### config.mk
export PLATFORM = sky130hd
export DESIGN_NAME = if_stage
export DESIGN_NICKNAME = d
export VERILOG_FILES = /design/src/rtl/arm_pkg.sv /design/src/rtl/if_stage_imem.sv /design/src/rtl/if_stage_reg.sv /design/src/rtl/if_stage.sv
export SDC_FILE = /design/constraint.sdc
export NUM_CORES = 1
export LEC_CHECK = 0
export BUFFER_PORTS_ARGS = -buffer_cell sky130_fd_sc_hd__buf_2
export CAP_MARGIN = 20
export CORE_ASPECT_RATIO = 1.25
export CORE_MARGIN = 8
export CORE_UTILIZATION = 50
export CTS_CLUSTER_SIZE = 28
export DETAILED_ROUTE_END_ITERATION = 10
export PLACE_DENSITY = 0.73
export SYNTH_ARGS = -nofsm -noshare
export SYNTH_HDL_FRONTEND = slang
export SYNTH_HIERARCHICAL = 1
export SYNTH_SLANG_ARGS = --single-unit
### constraint.sdc
create_clock -name clk -period 6 [get_ports clk]
set_clock_uncertainty 0.2 [all_clocks]
set_input_delay 1.8 -clock clk [delete_from_list [all_inputs] [get_ports clk]]
set_output_delay 1.8 -clock clk [all_outputs]
set_load 0.05 [all_outputs]
### src/rtl/arm_pkg.sv
// Shared definitions for the ARM pipeline stages (IF, ID, EXE).
// Word width, the NOP encoding, the sequential PC step, the IF/ID payload
// layout and the built-in instruction image used by the fetch ROM.
package arm_pkg;

  localparam int WORD_W = 32;

  typedef logic [WORD_W-1:0] word_t;

  // All-zero word is treated as a bubble by decode.
  localparam word_t NOP_INSTR = 32'h0000_0000;

  // Byte distance between consecutive instructions.
  localparam word_t PC_STEP = 32'd4;

  // Payload carried from fetch to decode.
  typedef struct packed {
    word_t pc;     // PC+4 of the instruction held
    word_t instr;  // fetched instruction word
    logic  valid;  // 1 = real instruction, 0 = bubble
  } if_id_t;

  // Built-in program image. Every word is distinct per index, so a wrong
  // fetch address always shows up as a wrong instruction downstream.
  function automatic word_t imem_image_word(input int unsigned idx);
    logic [7:0] lo_byte;
    lo_byte = 8'(idx * 3);
    return {8'hE2, idx[7:0], 8'h80, lo_byte};
  endfunction

endpackage

### src/rtl/if_stage_imem.sv
// Combinational, word-addressed instruction ROM.
// The ROM holds the built-in program image from arm_pkg. An empty
// IMEM_FILE name selects an all-NOP image instead.
module instruction_memory import arm_pkg::*; #(
  parameter int    IMEM_DEPTH = 64,
  parameter string IMEM_FILE  = "instructions.mem"
) (
  input  logic [$clog2(IMEM_DEPTH)-1:0] addr_i,
  output word_t                         data_o
);

  localparam bit IMAGE_EN = (IMEM_FILE != "");

  word_t rom [IMEM_DEPTH];

  // Constant ROM contents; synthesis folds this into a lookup table.
  always_comb begin
    for (int i = 0; i < IMEM_DEPTH; i++) begin
      rom[i] = IMAGE_EN ? imem_image_word(i) : NOP_INSTR;
    end
  end

  // The index spans the whole ROM, so every address is in range.
  assign data_o = rom[addr_i];

endmodule

### src/rtl/if_stage_reg.sv
// Generic enabled register with asynchronous active-high reset.
// Used for both the PC and the IF/ID pipeline register so the two share
// identical reset and hold behaviour.
module pipe_register #(
  parameter int           W       = 32,
  parameter logic [W-1:0] RST_VAL = '0
) (
  input  logic         clk_i,
  input  logic         rst_i,
  input  logic         en_i,
  input  logic [W-1:0] d_i,
  output logic [W-1:0] q_o
);

  logic [W-1:0] data_q;

  // Load on enable, otherwise hold; reset wins immediately.
  always_ff @(posedge clk_i or posedge rst_i) begin
    if (rst_i) begin
      data_q <= RST_VAL;
    end else if (en_i) begin
      data_q <= d_i;
    end
  end

  assign q_o = data_q;

endmodule

### src/rtl/if_stage.sv
// Instruction-fetch stage plus IF/ID pipeline register.
// Holds the PC, reads the instruction ROM combinationally and registers
// {PC+4, instruction, valid} for decode.
// Optional feature: define IF_PERF_CNT_EN to add the fetch_cnt and
// bubble_cnt performance counters.
//
// Flow control: there is no valid/ready pair here. IF_valid qualifies
// PC_out and Instruction. freeze is the only back-pressure: with freeze
// high and both Branch_taken and flush low, no state changes. A taken
// branch redirects the PC even when frozen, and flush clears IF/ID even
// when frozen.
module if_stage import arm_pkg::*; #(
  parameter int          IMEM_DEPTH = 64,
  parameter string       IMEM_FILE  = "instructions.mem",
  parameter logic [31:0] RESET_PC   = 32'h0000_0000
) (
  input  logic        clk,
  input  logic        rst,
  input  logic        freeze,
  input  logic        Branch_taken,
  input  logic [31:0] BranchAddr,
  input  logic        flush,
  output logic [31:0] PC_out,
  output logic [31:0] Instruction,
  output logic        IF_valid
`ifdef IF_PERF_CNT_EN
  ,
  output logic [31:0] fetch_cnt,
  output logic [31:0] bubble_cnt
`endif
);

  localparam int AW = $clog2(IMEM_DEPTH);

  // Program counter
  word_t pc_q;
  word_t pc_d;
  word_t pc_plus4;
  logic  pc_en;

  // IF/ID register
  if_id_t ifid_q;
  if_id_t ifid_d;
  logic   ifid_en;

  // ROM interface
  logic [AW-1:0] imem_addr;
  word_t         imem_word;

  // Branch targets are forced to word alignment; the low bits are dropped.
  logic unused_branch_lsbs;
  assign unused_branch_lsbs = ^BranchAddr[1:0];

  // Sequential step wraps naturally at 2^32.
  assign pc_plus4 = pc_q + PC_STEP;

  // Upper PC bits are ignored: fetch addresses alias modulo the ROM size.
  assign imem_addr = pc_q[AW+1:2];

  instruction_memory #(
    .IMEM_DEPTH (IMEM_DEPTH),
    .IMEM_FILE  (IMEM_FILE)
  ) u_imem (
    .addr_i (imem_addr),
    .data_o (imem_word)
  );

  // PC next state: a taken branch beats freeze, otherwise step by 4.
  always_comb begin
    pc_d  = pc_plus4;
    pc_en = 1'b1;
    if (Branch_taken) begin
      pc_d = {BranchAddr[31:2], 2'b00};
    end else if (freeze) begin
      pc_en = 1'b0;
    end
  end

  pipe_register #(
    .W       (WORD_W),
    .RST_VAL (RESET_PC)
  ) u_pc_reg (
    .clk_i (clk),
    .rst_i (rst),
    .en_i  (pc_en),
    .d_i   (pc_d),
    .q_o   (pc_q)
  );

  // IF/ID next state: flush beats freeze, otherwise capture the fetch.
  always_comb begin
    ifid_d.pc    = pc_plus4;
    ifid_d.instr = imem_word;
    ifid_d.valid = 1'b1;
    ifid_en      = 1'b1;
    if (flush) begin
      ifid_d.pc    = '0;
      ifid_d.instr = NOP_INSTR;
      ifid_d.valid = 1'b0;
    end else if (freeze) begin
      ifid_en = 1'b0;
    end
  end

  pipe_register #(
    .W       ($bits(if_id_t)),
    .RST_VAL ('0)
  ) u_ifid_reg (
    .clk_i (clk),
    .rst_i (rst),
    .en_i  (ifid_en),
    .d_i   (ifid_d),
    .q_o   (ifid_q)
  );

  assign PC_out      = ifid_q.pc;
  assign Instruction = ifid_q.instr;
  assign IF_valid    = ifid_q.valid;

`ifdef IF_PERF_CNT_EN
  word_t fetch_cnt_q;
  word_t bubble_cnt_q;

  // Every non-reset edge is either a real load or a blocked one, counted once.
  always_ff @(posedge clk or posedge rst) begin
    if (rst) begin
      fetch_cnt_q  <= '0;
      bubble_cnt_q <= '0;
    end else if (flush || freeze) begin
      bubble_cnt_q <= bubble_cnt_q + 32'd1;
    end else begin
      fetch_cnt_q  <= fetch_cnt_q + 32'd1;
    end
  end

  assign fetch_cnt  = fetch_cnt_q;
  assign bubble_cnt = bubble_cnt_q;
`endif

endmodule
==> flow_metrics.py <==
metrics = {
    "critical_path": {
        "r2r-end": "u_pc_reg/q_o[26]$_DFFE_PP0P_",
        "cp_max_fo": 57,
        "worstRegToRegCells": 6,
        "critPathLaunch": "Branch_taken",
        "cp.required_ns": 6.02,
        "start_kind": "input port",
        "rrSetupSlack_ns": 2.93,
        "path_class": "in -> reg",
        "crit_end": "u_pc_reg/q_o[20]$_DFFE_PP0P_",
        "crit_arrival_ns": 3.81,
        "r2r-start": "u_pc_reg/q_o[3]$_DFFE_PP0P_",
        "cp-end-kind": "register",
    },
    "sta": {
        "max_slew.worst_pin.slew_ns": 1.13,
        "worst_slack_ns": 2.21,
        "hold_viol_final": 0,
        "setup_tns_ns": 0,
        "rsz0062_at_grt": "false",
        "maxSlewViolCount": 0,
        "setup_viol": 0,
        "clock.fmax_mhz": 264,
        "period_share": 0.632,
        "fin_crit_ns": 3.79,
        "relSlewSlack": 0.246,
    },
    "final_layout": {
        "diodes": 0,
        "layout_commonest_cell": "buf_2",
        "syn_to_final_growth_pct": 12.0,
        "drive_gt1_frac": 0.390,
        "multiInputGateArea_um2": 2940,
        "final-seq-area_um2": 2430,
        "fillers": 960,
        "final_nets": 626,
        "finalInstanceArea_um2": 6410,
        "final_cell_mix": "99 x buf_2, 97 x dfrtp_1, 80 x mux2_4",
    },
    "status": {
        "status": "completed",
    },
    "grt": {
        "grt_pass1_vias": 4344,
        "antenna_found_initial": 0,
        "grt_max_degree": 66,
        "grt_use_total": 0.179,
        "grt_overflow": 0,
        "grt_pass1_wl_um": 22000,
    },
    "detailed_routing": {
        "dr.pass1.iters": 7,
        "drt_iter0_markers": 198,
        "wire_per_inst_um": 18.0,
        "ant_nets": 0,
        "drcViolationCount": 0,
        "drt_wl_total_um": 13100,
        "routed_via_density": 5.51,
        "num_vias": 3990,
    },
    "clock_tree": {
        "cts_tree": "yes",
        "cts_setup_buffers": 0,
        "ctsRootBufferMaster": "clkbuf_16",
        "clk_latency_ns": 0.34,
        "clock_path_buffers": 2,
        "clk_pin_slew_worst_paths_ns": 0.07,
        "cts_buffers": 9,
        "htree_levels": 3,
        "postCtsHoldBufs": 0,
        "ctsResizeCount": 0,
        "clkSinkCount": 97,
    },
    "floorplanning": {
        "io_pins": 102,
        "die_height_um": 136,
        "initial_utilization": 0.514,
        "design.core.area_um2": 11100,
        "rows": 43,
        "chipWidth_um": 112,
        "die_area_um2": 15200,
    },
    "logic_synthesis": {
        "synth_enable_flop_cells": 0,
        "synth_ff_type": "dfrtp_1",
        "synthCells": 503,
        "yosysWarnings": 6,
        "async_reset_ff_frac": 1.00,
        "synth_seq_cells": 97,
        "syn_area_um2": 5730,
        "ys_types": 45,
        "syn_avg_cell_area_um2": 11.4,
        "synth_seq_area_share": 0.424,
    },
    "place": {
        "numPortBuffers": 99,
        "place_hpwl_um": 8830,
        "routabilityCongestion": 0.852,
        "dpl-instance-area_um2": 6110,
        "post-place-ws_ns": 1.65,
    },
    "min_path": {
        "hold_path.startpoint": "u_ifid_reg/q_o[29]$_DFFE_PP0P_",
        "min_delay_path_depth": 1,
        "hold_path_class": "reg -> reg",
    },
    "power": {
        "p_per_area_nw_per_um2": 328,
        "p_leak_nw": 3.19,
        "power_w": 0.00210,
        "power.ir.vdd_worst_v": 0.000192,
    },
    "run": {
        "maxCapViolations": 0,
    },
}
[metal layers]
layer / vias up / track usage / part of all wire
met4: 0 / 0.0564 / 0.013
met3: 15 / 0.0468 / 0.042
met1: 2001 / 0.215 / 0.45
li1: 1890 / - / -
met5: - / 0 / 0
met2: 84 / 0.305 / 0.50
[final cells by class]
cell class | count | share of cell area
Clock buffer | 9 | 0.0351
Multi-Input combinational cell | 361 | 0.459
Sequential cell | 97 | 0.378
Tap cell | 135 | 0.0263
Timing Repair Buffer | 104 | 0.0862
Clock inverter | 7 | 0.00858
Inverter | 11 | 0.00644
[kinds of logic (layout without fill, tap and decap cells)]
kind of cell / after synthesis / in the layout / synth area share
buffers and inverters: 61 / 131 / 0.0745
other: 2 / 18 / 0.00131
AND/OR/NAND/NOR: 156 / 156 / 0.151
flip-flops: 97 / 97 / 0.424
adder cells (fa/ha/maj): 5 / 5 / 0.0109
AO/OA/AOI/OAI: 66 / 66 / 0.0655
XOR/XNOR: 16 / 16 / 0.0245
multiplexers: 100 / 100 / 0.249
[critical path, stage by stage]
cell     delay (ns)
buf_2          0.13
inv_1          0.05
buf_4          0.46
nand2_2        0.79
mux2_4         0.55
[through the flow]
stage,hold WS [ns],cells,utilization
detailed placement,0.289,707,0.548
floorplan,0.289,519,-
CTS,0.308,723,0.573
global placement,0.284,707,0.548
global route,0.321,724,0.576
finish,0.307,724,0.576
[worst min path at each step]
| stage | end | slack, ns |
|---|---|---|
| after floorplan | u_pc_reg/q_o[0]$_DFFE_PP0P_ | 0.29 |
| after global placement | u_ifid_reg/q_o[24]$_DFFE_PP0P_ | 0.28 |
| after detailed placement | u_ifid_reg/q_o[36]$_DFFE_PP0P_ | 0.29 |
| after CTS | u_ifid_reg/q_o[29]$_DFFE_PP0P_ | 0.31 |
| after global routing | u_ifid_reg/q_o[29]$_DFFE_PP0P_ | 0.32 |
| final | u_ifid_reg/q_o[29]$_DFFE_PP0P_ | 0.31 |
[sequential cells by signal, summed over array words and instances, names as in the netlist]
signal          count
u_ifid_reg/q_o     65
u_pc_reg/q_o       32
[synthesized netlist by cell type, types with 8 or more instances]
master    instances  area, µm²
mux2_4           80       1200
nand2_1          12       45.0
clkbuf_1         10       37.5
mux2_2           18        203
inv_1            10       37.5
xnor2_1          13        114
buf_4            25        188
a31oi_1          13       81.3
o21ai_0          14       70.1
nor2_1           47        176
dfrtp_1          97       2430
nand4_1           8       50.1
a21oi_1          30        150
nor2b_1          38        238
nand3_1          11       55.1
[report_power, final]
| group | internal (W) | switching [W] | total [W] | leakage, nW |
|---|---|---|---|---|
| Combinational | 0.000270 | 0.000424 | 0.000693 | 1.85 |
| Clock | 0.000286 | 0.000263 | 0.000549 | 0.138 |
| Sequential | 0.000747 | 0.000113 | 0.000860 | 1.20 |
| Total | 0.00130 | 0.000800 | 0.00210 | 3.19 |
Note: power is estimated with default switching activity, not from simulation.
